## config.mk

```make
export PLATFORM = sky130hd
export DESIGN_NAME = control_path_p_flat
export DESIGN_NICKNAME = d
export VERILOG_FILES = /design/src/rtl/control_path_p_if.sv /design/src/rtl/control_path_p.sv /design/src/flat_wrapper.sv
export SDC_FILE = /design/constraint.sdc
export NUM_CORES = 1
export LEC_CHECK = 0
export ABC_AREA = 1
export CAP_MARGIN = 25
export CORE_UTILIZATION = 44
export DETAILED_ROUTE_END_ITERATION = 8
export GPL_TIMING_DRIVEN = 0
export PLACE_DENSITY = 0.9
export SLEW_MARGIN = 20
export SYNTH_ARGS = -nofsm -noshare
export SYNTH_HDL_FRONTEND = slang
export SYNTH_SLANG_ARGS = --single-unit
```

## constraint.sdc

```tcl
create_clock -name clk -period 1.8 [get_ports clk]
set_input_delay 0.36 -clock clk [delete_from_list [all_inputs] [get_ports clk]]
set_output_delay 0.36 -clock clk [all_outputs]
set_load 0.02 [all_outputs]
```

## src/rtl/control_path_p_if.sv

```systemverilog
// control_path_p_if: request/flag inputs plus status and datapath strobe outputs of the y/s control FSM.
interface control_path_p_if #(
    parameter int SW = 4,
    parameter int TW = 2
);
    logic [1:0]    on;
    logic          start;
    logic          it_end;
    logic          abort;
    logic [1:0]    regime;
    logic          active;
    logic          busy;
    logic          done;
    logic [TW-1:0] slot_idx;
    logic [1:0]    y_select_next;
    logic [SW-1:0] s_step;
    logic          s_add;
    logic          s_en;
    logic          s_zero;
    logic          y_en;
    logic          y_store_x;

    modport master (
        output on, start, it_end, abort,
        input  regime, active, busy, done, slot_idx,
        input  y_select_next, s_step, s_add, s_en, s_zero, y_en, y_store_x
    );

    modport slave (
        input  on, start, it_end, abort,
        output regime, active, busy, done, slot_idx,
        output y_select_next, s_step, s_add, s_en, s_zero, y_en, y_store_x
    );
endinterface

```

## src/rtl/control_path_p.sv

```systemverilog
// control_path_p: OFF/ENU/CNT/UPD control FSM driving the y/s datapath strobes.
module control_path_p #(
    parameter int SW         = 4,
    parameter int SLOT       = 4,
    parameter int STRIDE     = 2,
    parameter int UPD_ROUNDS = 1,
    localparam int TW        = $clog2(SLOT)
) (
    input logic              clk,
    input logic              rst,
    control_path_p_if.slave  bus
);
    localparam int RW = (UPD_ROUNDS > 1) ? $clog2(UPD_ROUNDS) : 1;

    typedef enum logic [1:0] {OFF, ENU, CNT, UPD} regime_e;

    regime_e       regime_q;
    logic          active_q;
    logic          done_q;
    logic [TW-1:0] timer_q;
    logic [1:0]    act_q;
    logic [RW-1:0] round_q;

    logic slot_end;
    logic last_round;

    assign slot_end   = active_q && bus.start && (timer_q == '0);
    assign last_round = round_q == RW'(UPD_ROUNDS - 1);

    always_ff @(posedge clk or negedge rst) begin
        if (!rst) begin
            regime_q <= OFF;
            active_q <= 1'b0;
            done_q   <= 1'b0;
            timer_q  <= TW'(SLOT - 1);
            act_q    <= '0;
            round_q  <= '0;
        end else if (bus.abort) begin
            regime_q <= OFF;
            active_q <= 1'b0;
            done_q   <= 1'b0;
            timer_q  <= TW'(SLOT - 1);
            act_q    <= '0;
            round_q  <= '0;
        end else begin
            done_q <= 1'b0;
            case (regime_q)
                OFF: regime_q <= regime_e'(bus.on);
                ENU: begin
                    if (!active_q) begin
                        active_q <= 1'b1;
                        timer_q  <= TW'(SLOT - 1);
                    end else if (slot_end) begin
                        timer_q <= TW'(SLOT - 1);
                        if (bus.it_end) begin
                            regime_q <= OFF;
                            active_q <= 1'b0;
                            done_q   <= 1'b1;
                        end
                    end else if (bus.start) begin
                        timer_q <= timer_q - 1'b1;
                    end
                end
                CNT: begin
                    if (!bus.start) begin
                        regime_q <= OFF;
                        done_q   <= 1'b1;
                    end
                end
                UPD: begin
                    act_q <= act_q + 1'b1;
                    if (act_q == 2'd3) begin
                        // A full round of four actions just finished.
                        if (last_round) begin
                            round_q  <= '0;
                            regime_q <= OFF;
                            done_q   <= 1'b1;
                        end else begin
                            round_q <= round_q + 1'b1;
                        end
                    end
                end
                default: regime_q <= OFF;
            endcase
        end
    end

    always_comb begin
        bus.y_select_next = 2'd0;
        bus.s_step        = '0;
        bus.s_add         = 1'b0;
        bus.s_en          = 1'b0;
        bus.s_zero        = 1'b0;
        bus.y_en          = 1'b0;
        bus.y_store_x     = 1'b0;
        if (!bus.abort) begin
            case (regime_q)
                ENU: begin
                    if (!active_q) begin
                        bus.s_zero = 1'b1;
                        bus.s_en   = 1'b1;
                    end else if (slot_end && !bus.it_end) begin
                        bus.s_en   = 1'b1;
                        bus.s_add  = 1'b1;
                        bus.s_step = SW'(STRIDE);
                    end
                end
                CNT: begin
                    bus.s_en          = 1'b1;
                    bus.s_step        = SW'(1);
                    bus.y_select_next = 2'd1;
                    bus.y_en          = bus.it_end;
                end
                UPD: begin
                    bus.y_store_x     = act_q == 2'd0;
                    bus.y_en          = act_q == 2'd0 || act_q == 2'd1;
                    bus.y_select_next = (act_q == 2'd1) ? 2'd3 : 2'd0;
                    bus.s_en          = act_q == 2'd2;
                    bus.s_add         = act_q == 2'd2;
                    bus.s_step        = (act_q == 2'd2) ? SW'(1) : '0;
                end
                default: ;
            endcase
        end
    end

    assign bus.regime   = regime_q;
    assign bus.active   = active_q;
    assign bus.busy     = regime_q != OFF;
    assign bus.done     = done_q;
    assign bus.slot_idx = (regime_q == ENU) ? timer_q : '0;
endmodule

```

## src/flat_wrapper.sv

```systemverilog
// flat-port wrapper written by rule: the top's interface ports become plain ports
module control_path_p_flat 
#(
    parameter int SW         = 4,
    parameter int SLOT       = 4,
    parameter int STRIDE     = 2,
    parameter int UPD_ROUNDS = 1,
    localparam int TW        = $clog2(SLOT)
)
  (clk, rst, bus_on, bus_start, bus_it_end, bus_abort, bus_regime, bus_active, bus_busy, bus_done, bus_slot_idx, bus_y_select_next, bus_s_step, bus_s_add, bus_s_en, bus_s_zero, bus_y_en, bus_y_store_x);
  control_path_p_if #(.SW(SW), .TW(TW)) bus_i ();
  input logic clk;
  input logic rst;
  input wire logic [$bits(bus_i.on)-1:0] bus_on;
  input wire logic [$bits(bus_i.start)-1:0] bus_start;
  input wire logic [$bits(bus_i.it_end)-1:0] bus_it_end;
  input wire logic [$bits(bus_i.abort)-1:0] bus_abort;
  output wire logic [$bits(bus_i.regime)-1:0] bus_regime;
  output wire logic [$bits(bus_i.active)-1:0] bus_active;
  output wire logic [$bits(bus_i.busy)-1:0] bus_busy;
  output wire logic [$bits(bus_i.done)-1:0] bus_done;
  output wire logic [$bits(bus_i.slot_idx)-1:0] bus_slot_idx;
  output wire logic [$bits(bus_i.y_select_next)-1:0] bus_y_select_next;
  output wire logic [$bits(bus_i.s_step)-1:0] bus_s_step;
  output wire logic [$bits(bus_i.s_add)-1:0] bus_s_add;
  output wire logic [$bits(bus_i.s_en)-1:0] bus_s_en;
  output wire logic [$bits(bus_i.s_zero)-1:0] bus_s_zero;
  output wire logic [$bits(bus_i.y_en)-1:0] bus_y_en;
  output wire logic [$bits(bus_i.y_store_x)-1:0] bus_y_store_x;
  assign bus_i.on = bus_on;
  assign bus_i.start = bus_start;
  assign bus_i.it_end = bus_it_end;
  assign bus_i.abort = bus_abort;
  assign bus_regime = bus_i.regime;
  assign bus_active = bus_i.active;
  assign bus_busy = bus_i.busy;
  assign bus_done = bus_i.done;
  assign bus_slot_idx = bus_i.slot_idx;
  assign bus_y_select_next = bus_i.y_select_next;
  assign bus_s_step = bus_i.s_step;
  assign bus_s_add = bus_i.s_add;
  assign bus_s_en = bus_i.s_en;
  assign bus_s_zero = bus_i.s_zero;
  assign bus_y_en = bus_i.y_en;
  assign bus_y_store_x = bus_i.y_store_x;
  control_path_p #(.SW(SW), .SLOT(SLOT), .STRIDE(STRIDE), .UPD_ROUNDS(UPD_ROUNDS)) u_core (.clk(clk), .rst(rst), .bus(bus_i));
endmodule
```

==> results of run 1 <==
-- flip-flops by register name, summed over array words and instances, names as in the netlist --
name               flops
u_core.act_q           2
u_core.timer_q         2
u_core.bus.regime      2
u_core.bus.done        1
u_core.bus.active      1
-- Yosys cell counts --
cell / count / share of area [%]
nor2_4: 1 / 1.8
nand3_1: 5 / 4.0
nor2_2: 1 / 1.0
ha_1: 5 / 10
o21ai_0: 6 / 4.8
inv_1: 10 / 6.1
dfrtp_1: 6 / 24
inv_2: 2 / 1.2
buf_4: 2 / 2.4
o21ai_1: 2 / 1.6
a21oi_1: 2 / 1.6
nand2_2: 2 / 2.0
nand2_1: 25 / 15
o21a_1: 1 / 1.2
dfstp_2: 2 / 8.5
nand4_1: 1 / 1.0
conb_1: 1 / 0.61
buf_2: 1 / 0.81
o21ai_2: 1 / 1.4
nor2_1: 17 / 10
-- cells by family (layout without fill, tap and decap cells) --
kind of cell / after synthesis / count (layout)
and+or+nand+nor: 52 / 52
other: 1 / 2
buffers and inverters: 15 / 46
adders and majority gates: 5 / 5
DFF: 8 / 8
AOI/OAI and AO/OA: 12 / 12
-- how the worst max path moves through the flow --
stage | startpoint | endpoint | cells past startpoint
floorplan | u_core.timer_q[0] | bus_s_add | 6
global placement | bus_start | bus_s_add | 6
detailed placement | bus_start | bus_s_add | 6
CTS | bus_abort | bus_y_select_next[0] | 4
global route | u_core.timer_q[0] | bus_s_en | 7
finish | u_core.timer_q[0] | bus_s_en | 7
-- worst register-to-register path, cell delays in order (launching register included) --
cell	delay, ns
dfstp_2	0.55
inv_4	0.05
ha_4	0.16
buf_4	0.12
nand4_1	0.06
nand2_1	0.07
nand2_1	0.06
nand2_1	0.05
nand2_1	0.06
-- layer usage --
layer,vias to the layer above,part of all wire [%],global-route usage [%]
met3,7,5.6,4.55
met4,0,2.4,12.1
met2,27,50,32.8
li1,349,-,-
met1,317,42,27.0
met5,-,0,0
-- report_power, final --
part           switching [mW]  leakage (nW)  total (mW)  internal (mW)
sequential             0.0229        0.0996       0.225          0.202
combinational           0.124         0.372       0.216         0.0915
clock                  0.0632        0.0150       0.148         0.0849
total                   0.210         0.487       0.589          0.378
-- what timing repair did --
action | CTS | global route
resized for setup | 43 | 15
buffers inserted | 1 | 4
pin swaps | 0 | 5
hold endpoints to repair | 0 | 0
setup endpoints to repair | 13 | 10
-- final cells by class --
class                           count  area, um^2  area share (%)
Sequential cell                     8         205            21.6
Buffer                              3        22.5            2.37
Multi-Input combinational cell     71         404            42.6
Clock buffer                        4        26.3            2.77
Tap cell                           15        18.8            1.98
Inverter                           12        47.5            5.01
Timing Repair Buffer               27         225            23.7
==> metrics.cfg, run 1 <==
[status]
status = finished clean

[clock_network]
cts.reportedPaths.clkPinSlew_ns = 0.06
clock_path_buffers = 2
ctsHtreeMaxLevel = 1
cts_buffers = 3
cts.sink_count = 8
cts_tree = yes
cts_hold_buf = 0
clock_latency_ns = 0.26
cts-root-buf = clkbuf_4

[finish]
drive_gt1_share_pct = 33.6
finalNetCount = 138
fillCellCount = 104
layout_common_cells = nand2_1, nor2_1, buf_4, clkdlybuf4s50_1
stdcell_count = 140
layout_commonest_cell = nand2_1
final_area_um2 = 950
syn_to_final_growth_pct = 53.3
antennaDiodeCount = 0
final_util_pct = 73.0

[floorplanning]
fp.dieW_um = 39.5
dieArea_um2 = 1560
start_util_pct = 47.6
rows = 13
fp.dieH_um = 39.5
core_um2 = 1300
pin_count = 25

[timing]
setup_ws_ns = 0.0362
holdWs_ns = 0.360
period_share_pct = 98.0
fmax_ghz = 0.567
clock_skew_ns = 0.0121
slew_violations = 0
tns_ns = 0
min_period_ns = 1.76
setup_viol = 0
rsz0062_at_grt = true
finalHoldViolCount = 0

[routing]
vias = 700
viasPerCell = 5.00
ant_nets = 0
drc = 0
detail_route.wl_per_cell_um = 11.6
first_pass_iters = 4
wl_mm = 1.62
drtIter0Drc = 20

[pwr]
power_mw = 0.589
power_leakage_nw = 0.487
vdd_drop_max_mv = 0.472
powerDensity_nw_per_um2 = 620

[flow_run]
cap_violations = 0

[setup_path]
cp_top_family = flip-flops
cp_max_fo = 3
max_stage_delay_ns = 0.55
r2r_slack_ns = 0.58
critPathSlowestCell = dfstp_2
required_ns = 1.44
worstSetupStartpointType = flip-flop
arrival_ns = 1.40
worstSetupPathType = flip-flop to output pin
end_kind = output pin
crit_buf_inv = 2
path_cells = inv_4, ha_4, nand3_4, nor2_1, nor2_1, nor2_1, buf_4
r2r-start = u_core.timer_q[0]
reg2reg_to = u_core.bus.regime[0]
rr_worst_depth = 8
cpMostUsedCell = nor2_1

[synthesis]
syn_inst = 93
ys_warn_count = 0
synth_fa_ha_area_share_pct = 10.1
synth-seq-cells = 8
synth_simple_gate_area_share_pct = 35.4
synth-seq-area-share_pct = 32.7
syn_avg_cell_area_um2 = 6.66
synth_top_family_by_area = simple AND/OR/NAND/NOR gates
synth_mux_area_share_pct = 0
synth_compound_gate_area_share_pct = 10.7
synth_xor_area_share_pct = 0
syn_area_um2 = 619
synth_cell_types = 20

[grt]
grt_start_max_net_pins = 11
grt-ovfl-total = 0
grt_pass1_vias = 522
grt_usage_pct = 21.3
antenna_found_initial = 0
grt_pass1_wl_mm = 2.19

[placement]
gp_congestion = 0.808
hpwl_mm = 1.13
dp_cells = 131
place_ws_ns = -0.546
port_buffers = 22
place_area_um2 = 862

[min_path]
hp-class = input pin to async pin

(Power assumes the default switching activity.)
==> run 2: changes to the inputs <==
- CTS_CLUSTER_SIZE: unset -> 10
==> results of run 2 <==
Final layout, timing and power as in run 1 (identical DEF).
==> run 3: changes to the inputs <==
- REMOVE_ABC_BUFFERS: unset -> 1
==> metrics.cfg, run 3 (synthesis results as in run 1) <==
[status]
status = complete, but fails checks
violations = setup timing

[setup_path]
max_stage_delay_ns = 0.53
r2r-start = u_core.timer_q[0]
cp_max_fo = 3
critPathSlowestCell = dfstp_2
r2r_slack_ns = 0.51
path_cells = inv_2, ha_4, nand3_4, buf_6, nor2_2, nor2_1, nor2_1, buf_4
arrival_ns = 1.47
worstSetupStartpointType = flip-flop
required_ns = 1.44
rr_worst_depth = 8
end_kind = output pin
worstSetupPathType = flip-flop to output pin
reg2reg_to = u_core.bus.done
cpMostUsedCell = nor2_1

[grt]
top_usage_layer = met2
grt_start_max_net_pins = 15
antenna_found_initial = 0
grt-ovfl-total = 0
grt_util_met3_pct = 3.41
grt_usage_pct = 20.8
grt_pass1_vias = 540
gr-usage-met1_pct = 25.6
grt_use_met2_pct = 32.4
grt_pass1_wl_mm = 2.13

[floorplanning]
rows = 13
fp.dieH_um = 39.5
core_um2 = 1300
dieArea_um2 = 1560
fp.dieW_um = 39.5
pin_count = 25
start_util_pct = 47.6

[clock_network]
cts.reportedPaths.clkPinSlew_ns = 0.05
ctsHtreeMaxLevel = 1
clock_path_buffers = 2
cts_tree = yes
cts-root-buf = clkbuf_4
cts_hold_buf = 0
clock_latency_ns = 0.25
cts_buffers = 3
cts.sink_count = 8

[finish]
layout_commonest_cell = nand2_1
finalNetCount = 133
syn_to_final_growth_pct = 42.8
antennaDiodeCount = 0
fillCellCount = 118
final_util_pct = 68.0
drive_gt1_share_pct = 28.3
final_area_um2 = 885
layout_common_cells = nand2_1, nor2_1, clkdlybuf4s50_1, inv_1

[timing]
setup_ws_ns = -0.0278
period_share_pct = 102
min_period_ns = 1.83
finalHoldViolCount = 0
tns_ns = -0.0278
slew_violations = 0
setup_viol = 1
rsz0062_at_grt = true
fmax_ghz = 0.547
clock_skew_ns = 0.00483

[pwr]
vdd_drop_max_mv = 0.486
powerDensity_nw_per_um2 = 629
power_leakage_nw = 0.451

[flow_run]
cap_violations = 0

[routing]
ant_nets = 0
vias = 645
detail_route.wl_per_cell_um = 9.93
first_pass_iters = 4
drtIter0Drc = 7
drc = 0
viasPerCell = 4.78
wl_mm = 1.34

[placement]
place_ws_ns = -0.620
place_area_um2 = 842
port_buffers = 22
gp_congestion = 0.808
hpwl_mm = 1.03

[min_path]
hp-class = input pin to async pin

run 3: metal layers:
layer  up-vias  part of all wire (%)
met2        17                    48
met3         4                   4.6
met5         -                     0
met1       286                    45
met4         0                   1.7
li1        338                     -
run 3: area by class of cell:
type / instances / area (um^2) / share of cell area, %
multi-input combinational: 71 / 389 / 44.0
inverter: 12 / 45.0 / 5.09
tap: 15 / 18.8 / 2.12
timing repair buffer: 25 / 200 / 22.6
clock buffer: 4 / 26.3 / 2.97
sequential: 8 / 205 / 23.2
run 3: worst max path at each step:
stage	slack [ns]	from	endpoint
after floorplan	0.12	u_core.timer_q[0]	bus_s_add
after global placement	-0.62	bus_abort	bus_s_add
after detailed placement	-0.62	bus_abort	bus_s_add
after CTS	-0.1	u_core.timer_q[1]	bus_s_add
after global routing	-0.09	u_core.timer_q[1]	bus_s_en
final	-0.03	u_core.timer_q[0]	bus_s_en
run 3: worst max-delay path: cells and delay by family, from the launching register on:
kind	cells	cell delay, ns
buffers and inverters	3	0.32
AND/OR/NAND/NOR	4	0.22
adder cells (fa/ha/maj)	1	0.16
flip-flops	1	0.53
run 3: what timing repair did:
action,CTS,global route
gates resized for setup,38,13
setup buffers,3,0
setup endpoints to repair,13,9
pin swaps,3,2
run 3: through the flow:
stage          std cells  hold WS [ns]  power (mW)
2_1_floorplan         91        0.0644       0.327
3_3_place_gp         128         0.483       0.407
3_5_place_dp         128         0.487       0.412
4_1_cts              135         0.374       0.562
5_1_grt              135         0.381       0.599
6_report             135         0.373       0.556
run 3: where the power goes:
| group | total [mW] | internal (mW) | switching, mW | leakage (nW) |
|---|---|---|---|---|
| sequential | 0.225 | 0.202 | 0.0231 | 0.0996 |
| combinational | 0.191 | 0.0751 | 0.116 | 0.336 |
| clock | 0.140 | 0.0844 | 0.0556 | 0.0150 |
| total | 0.556 | 0.362 | 0.195 | 0.451 |
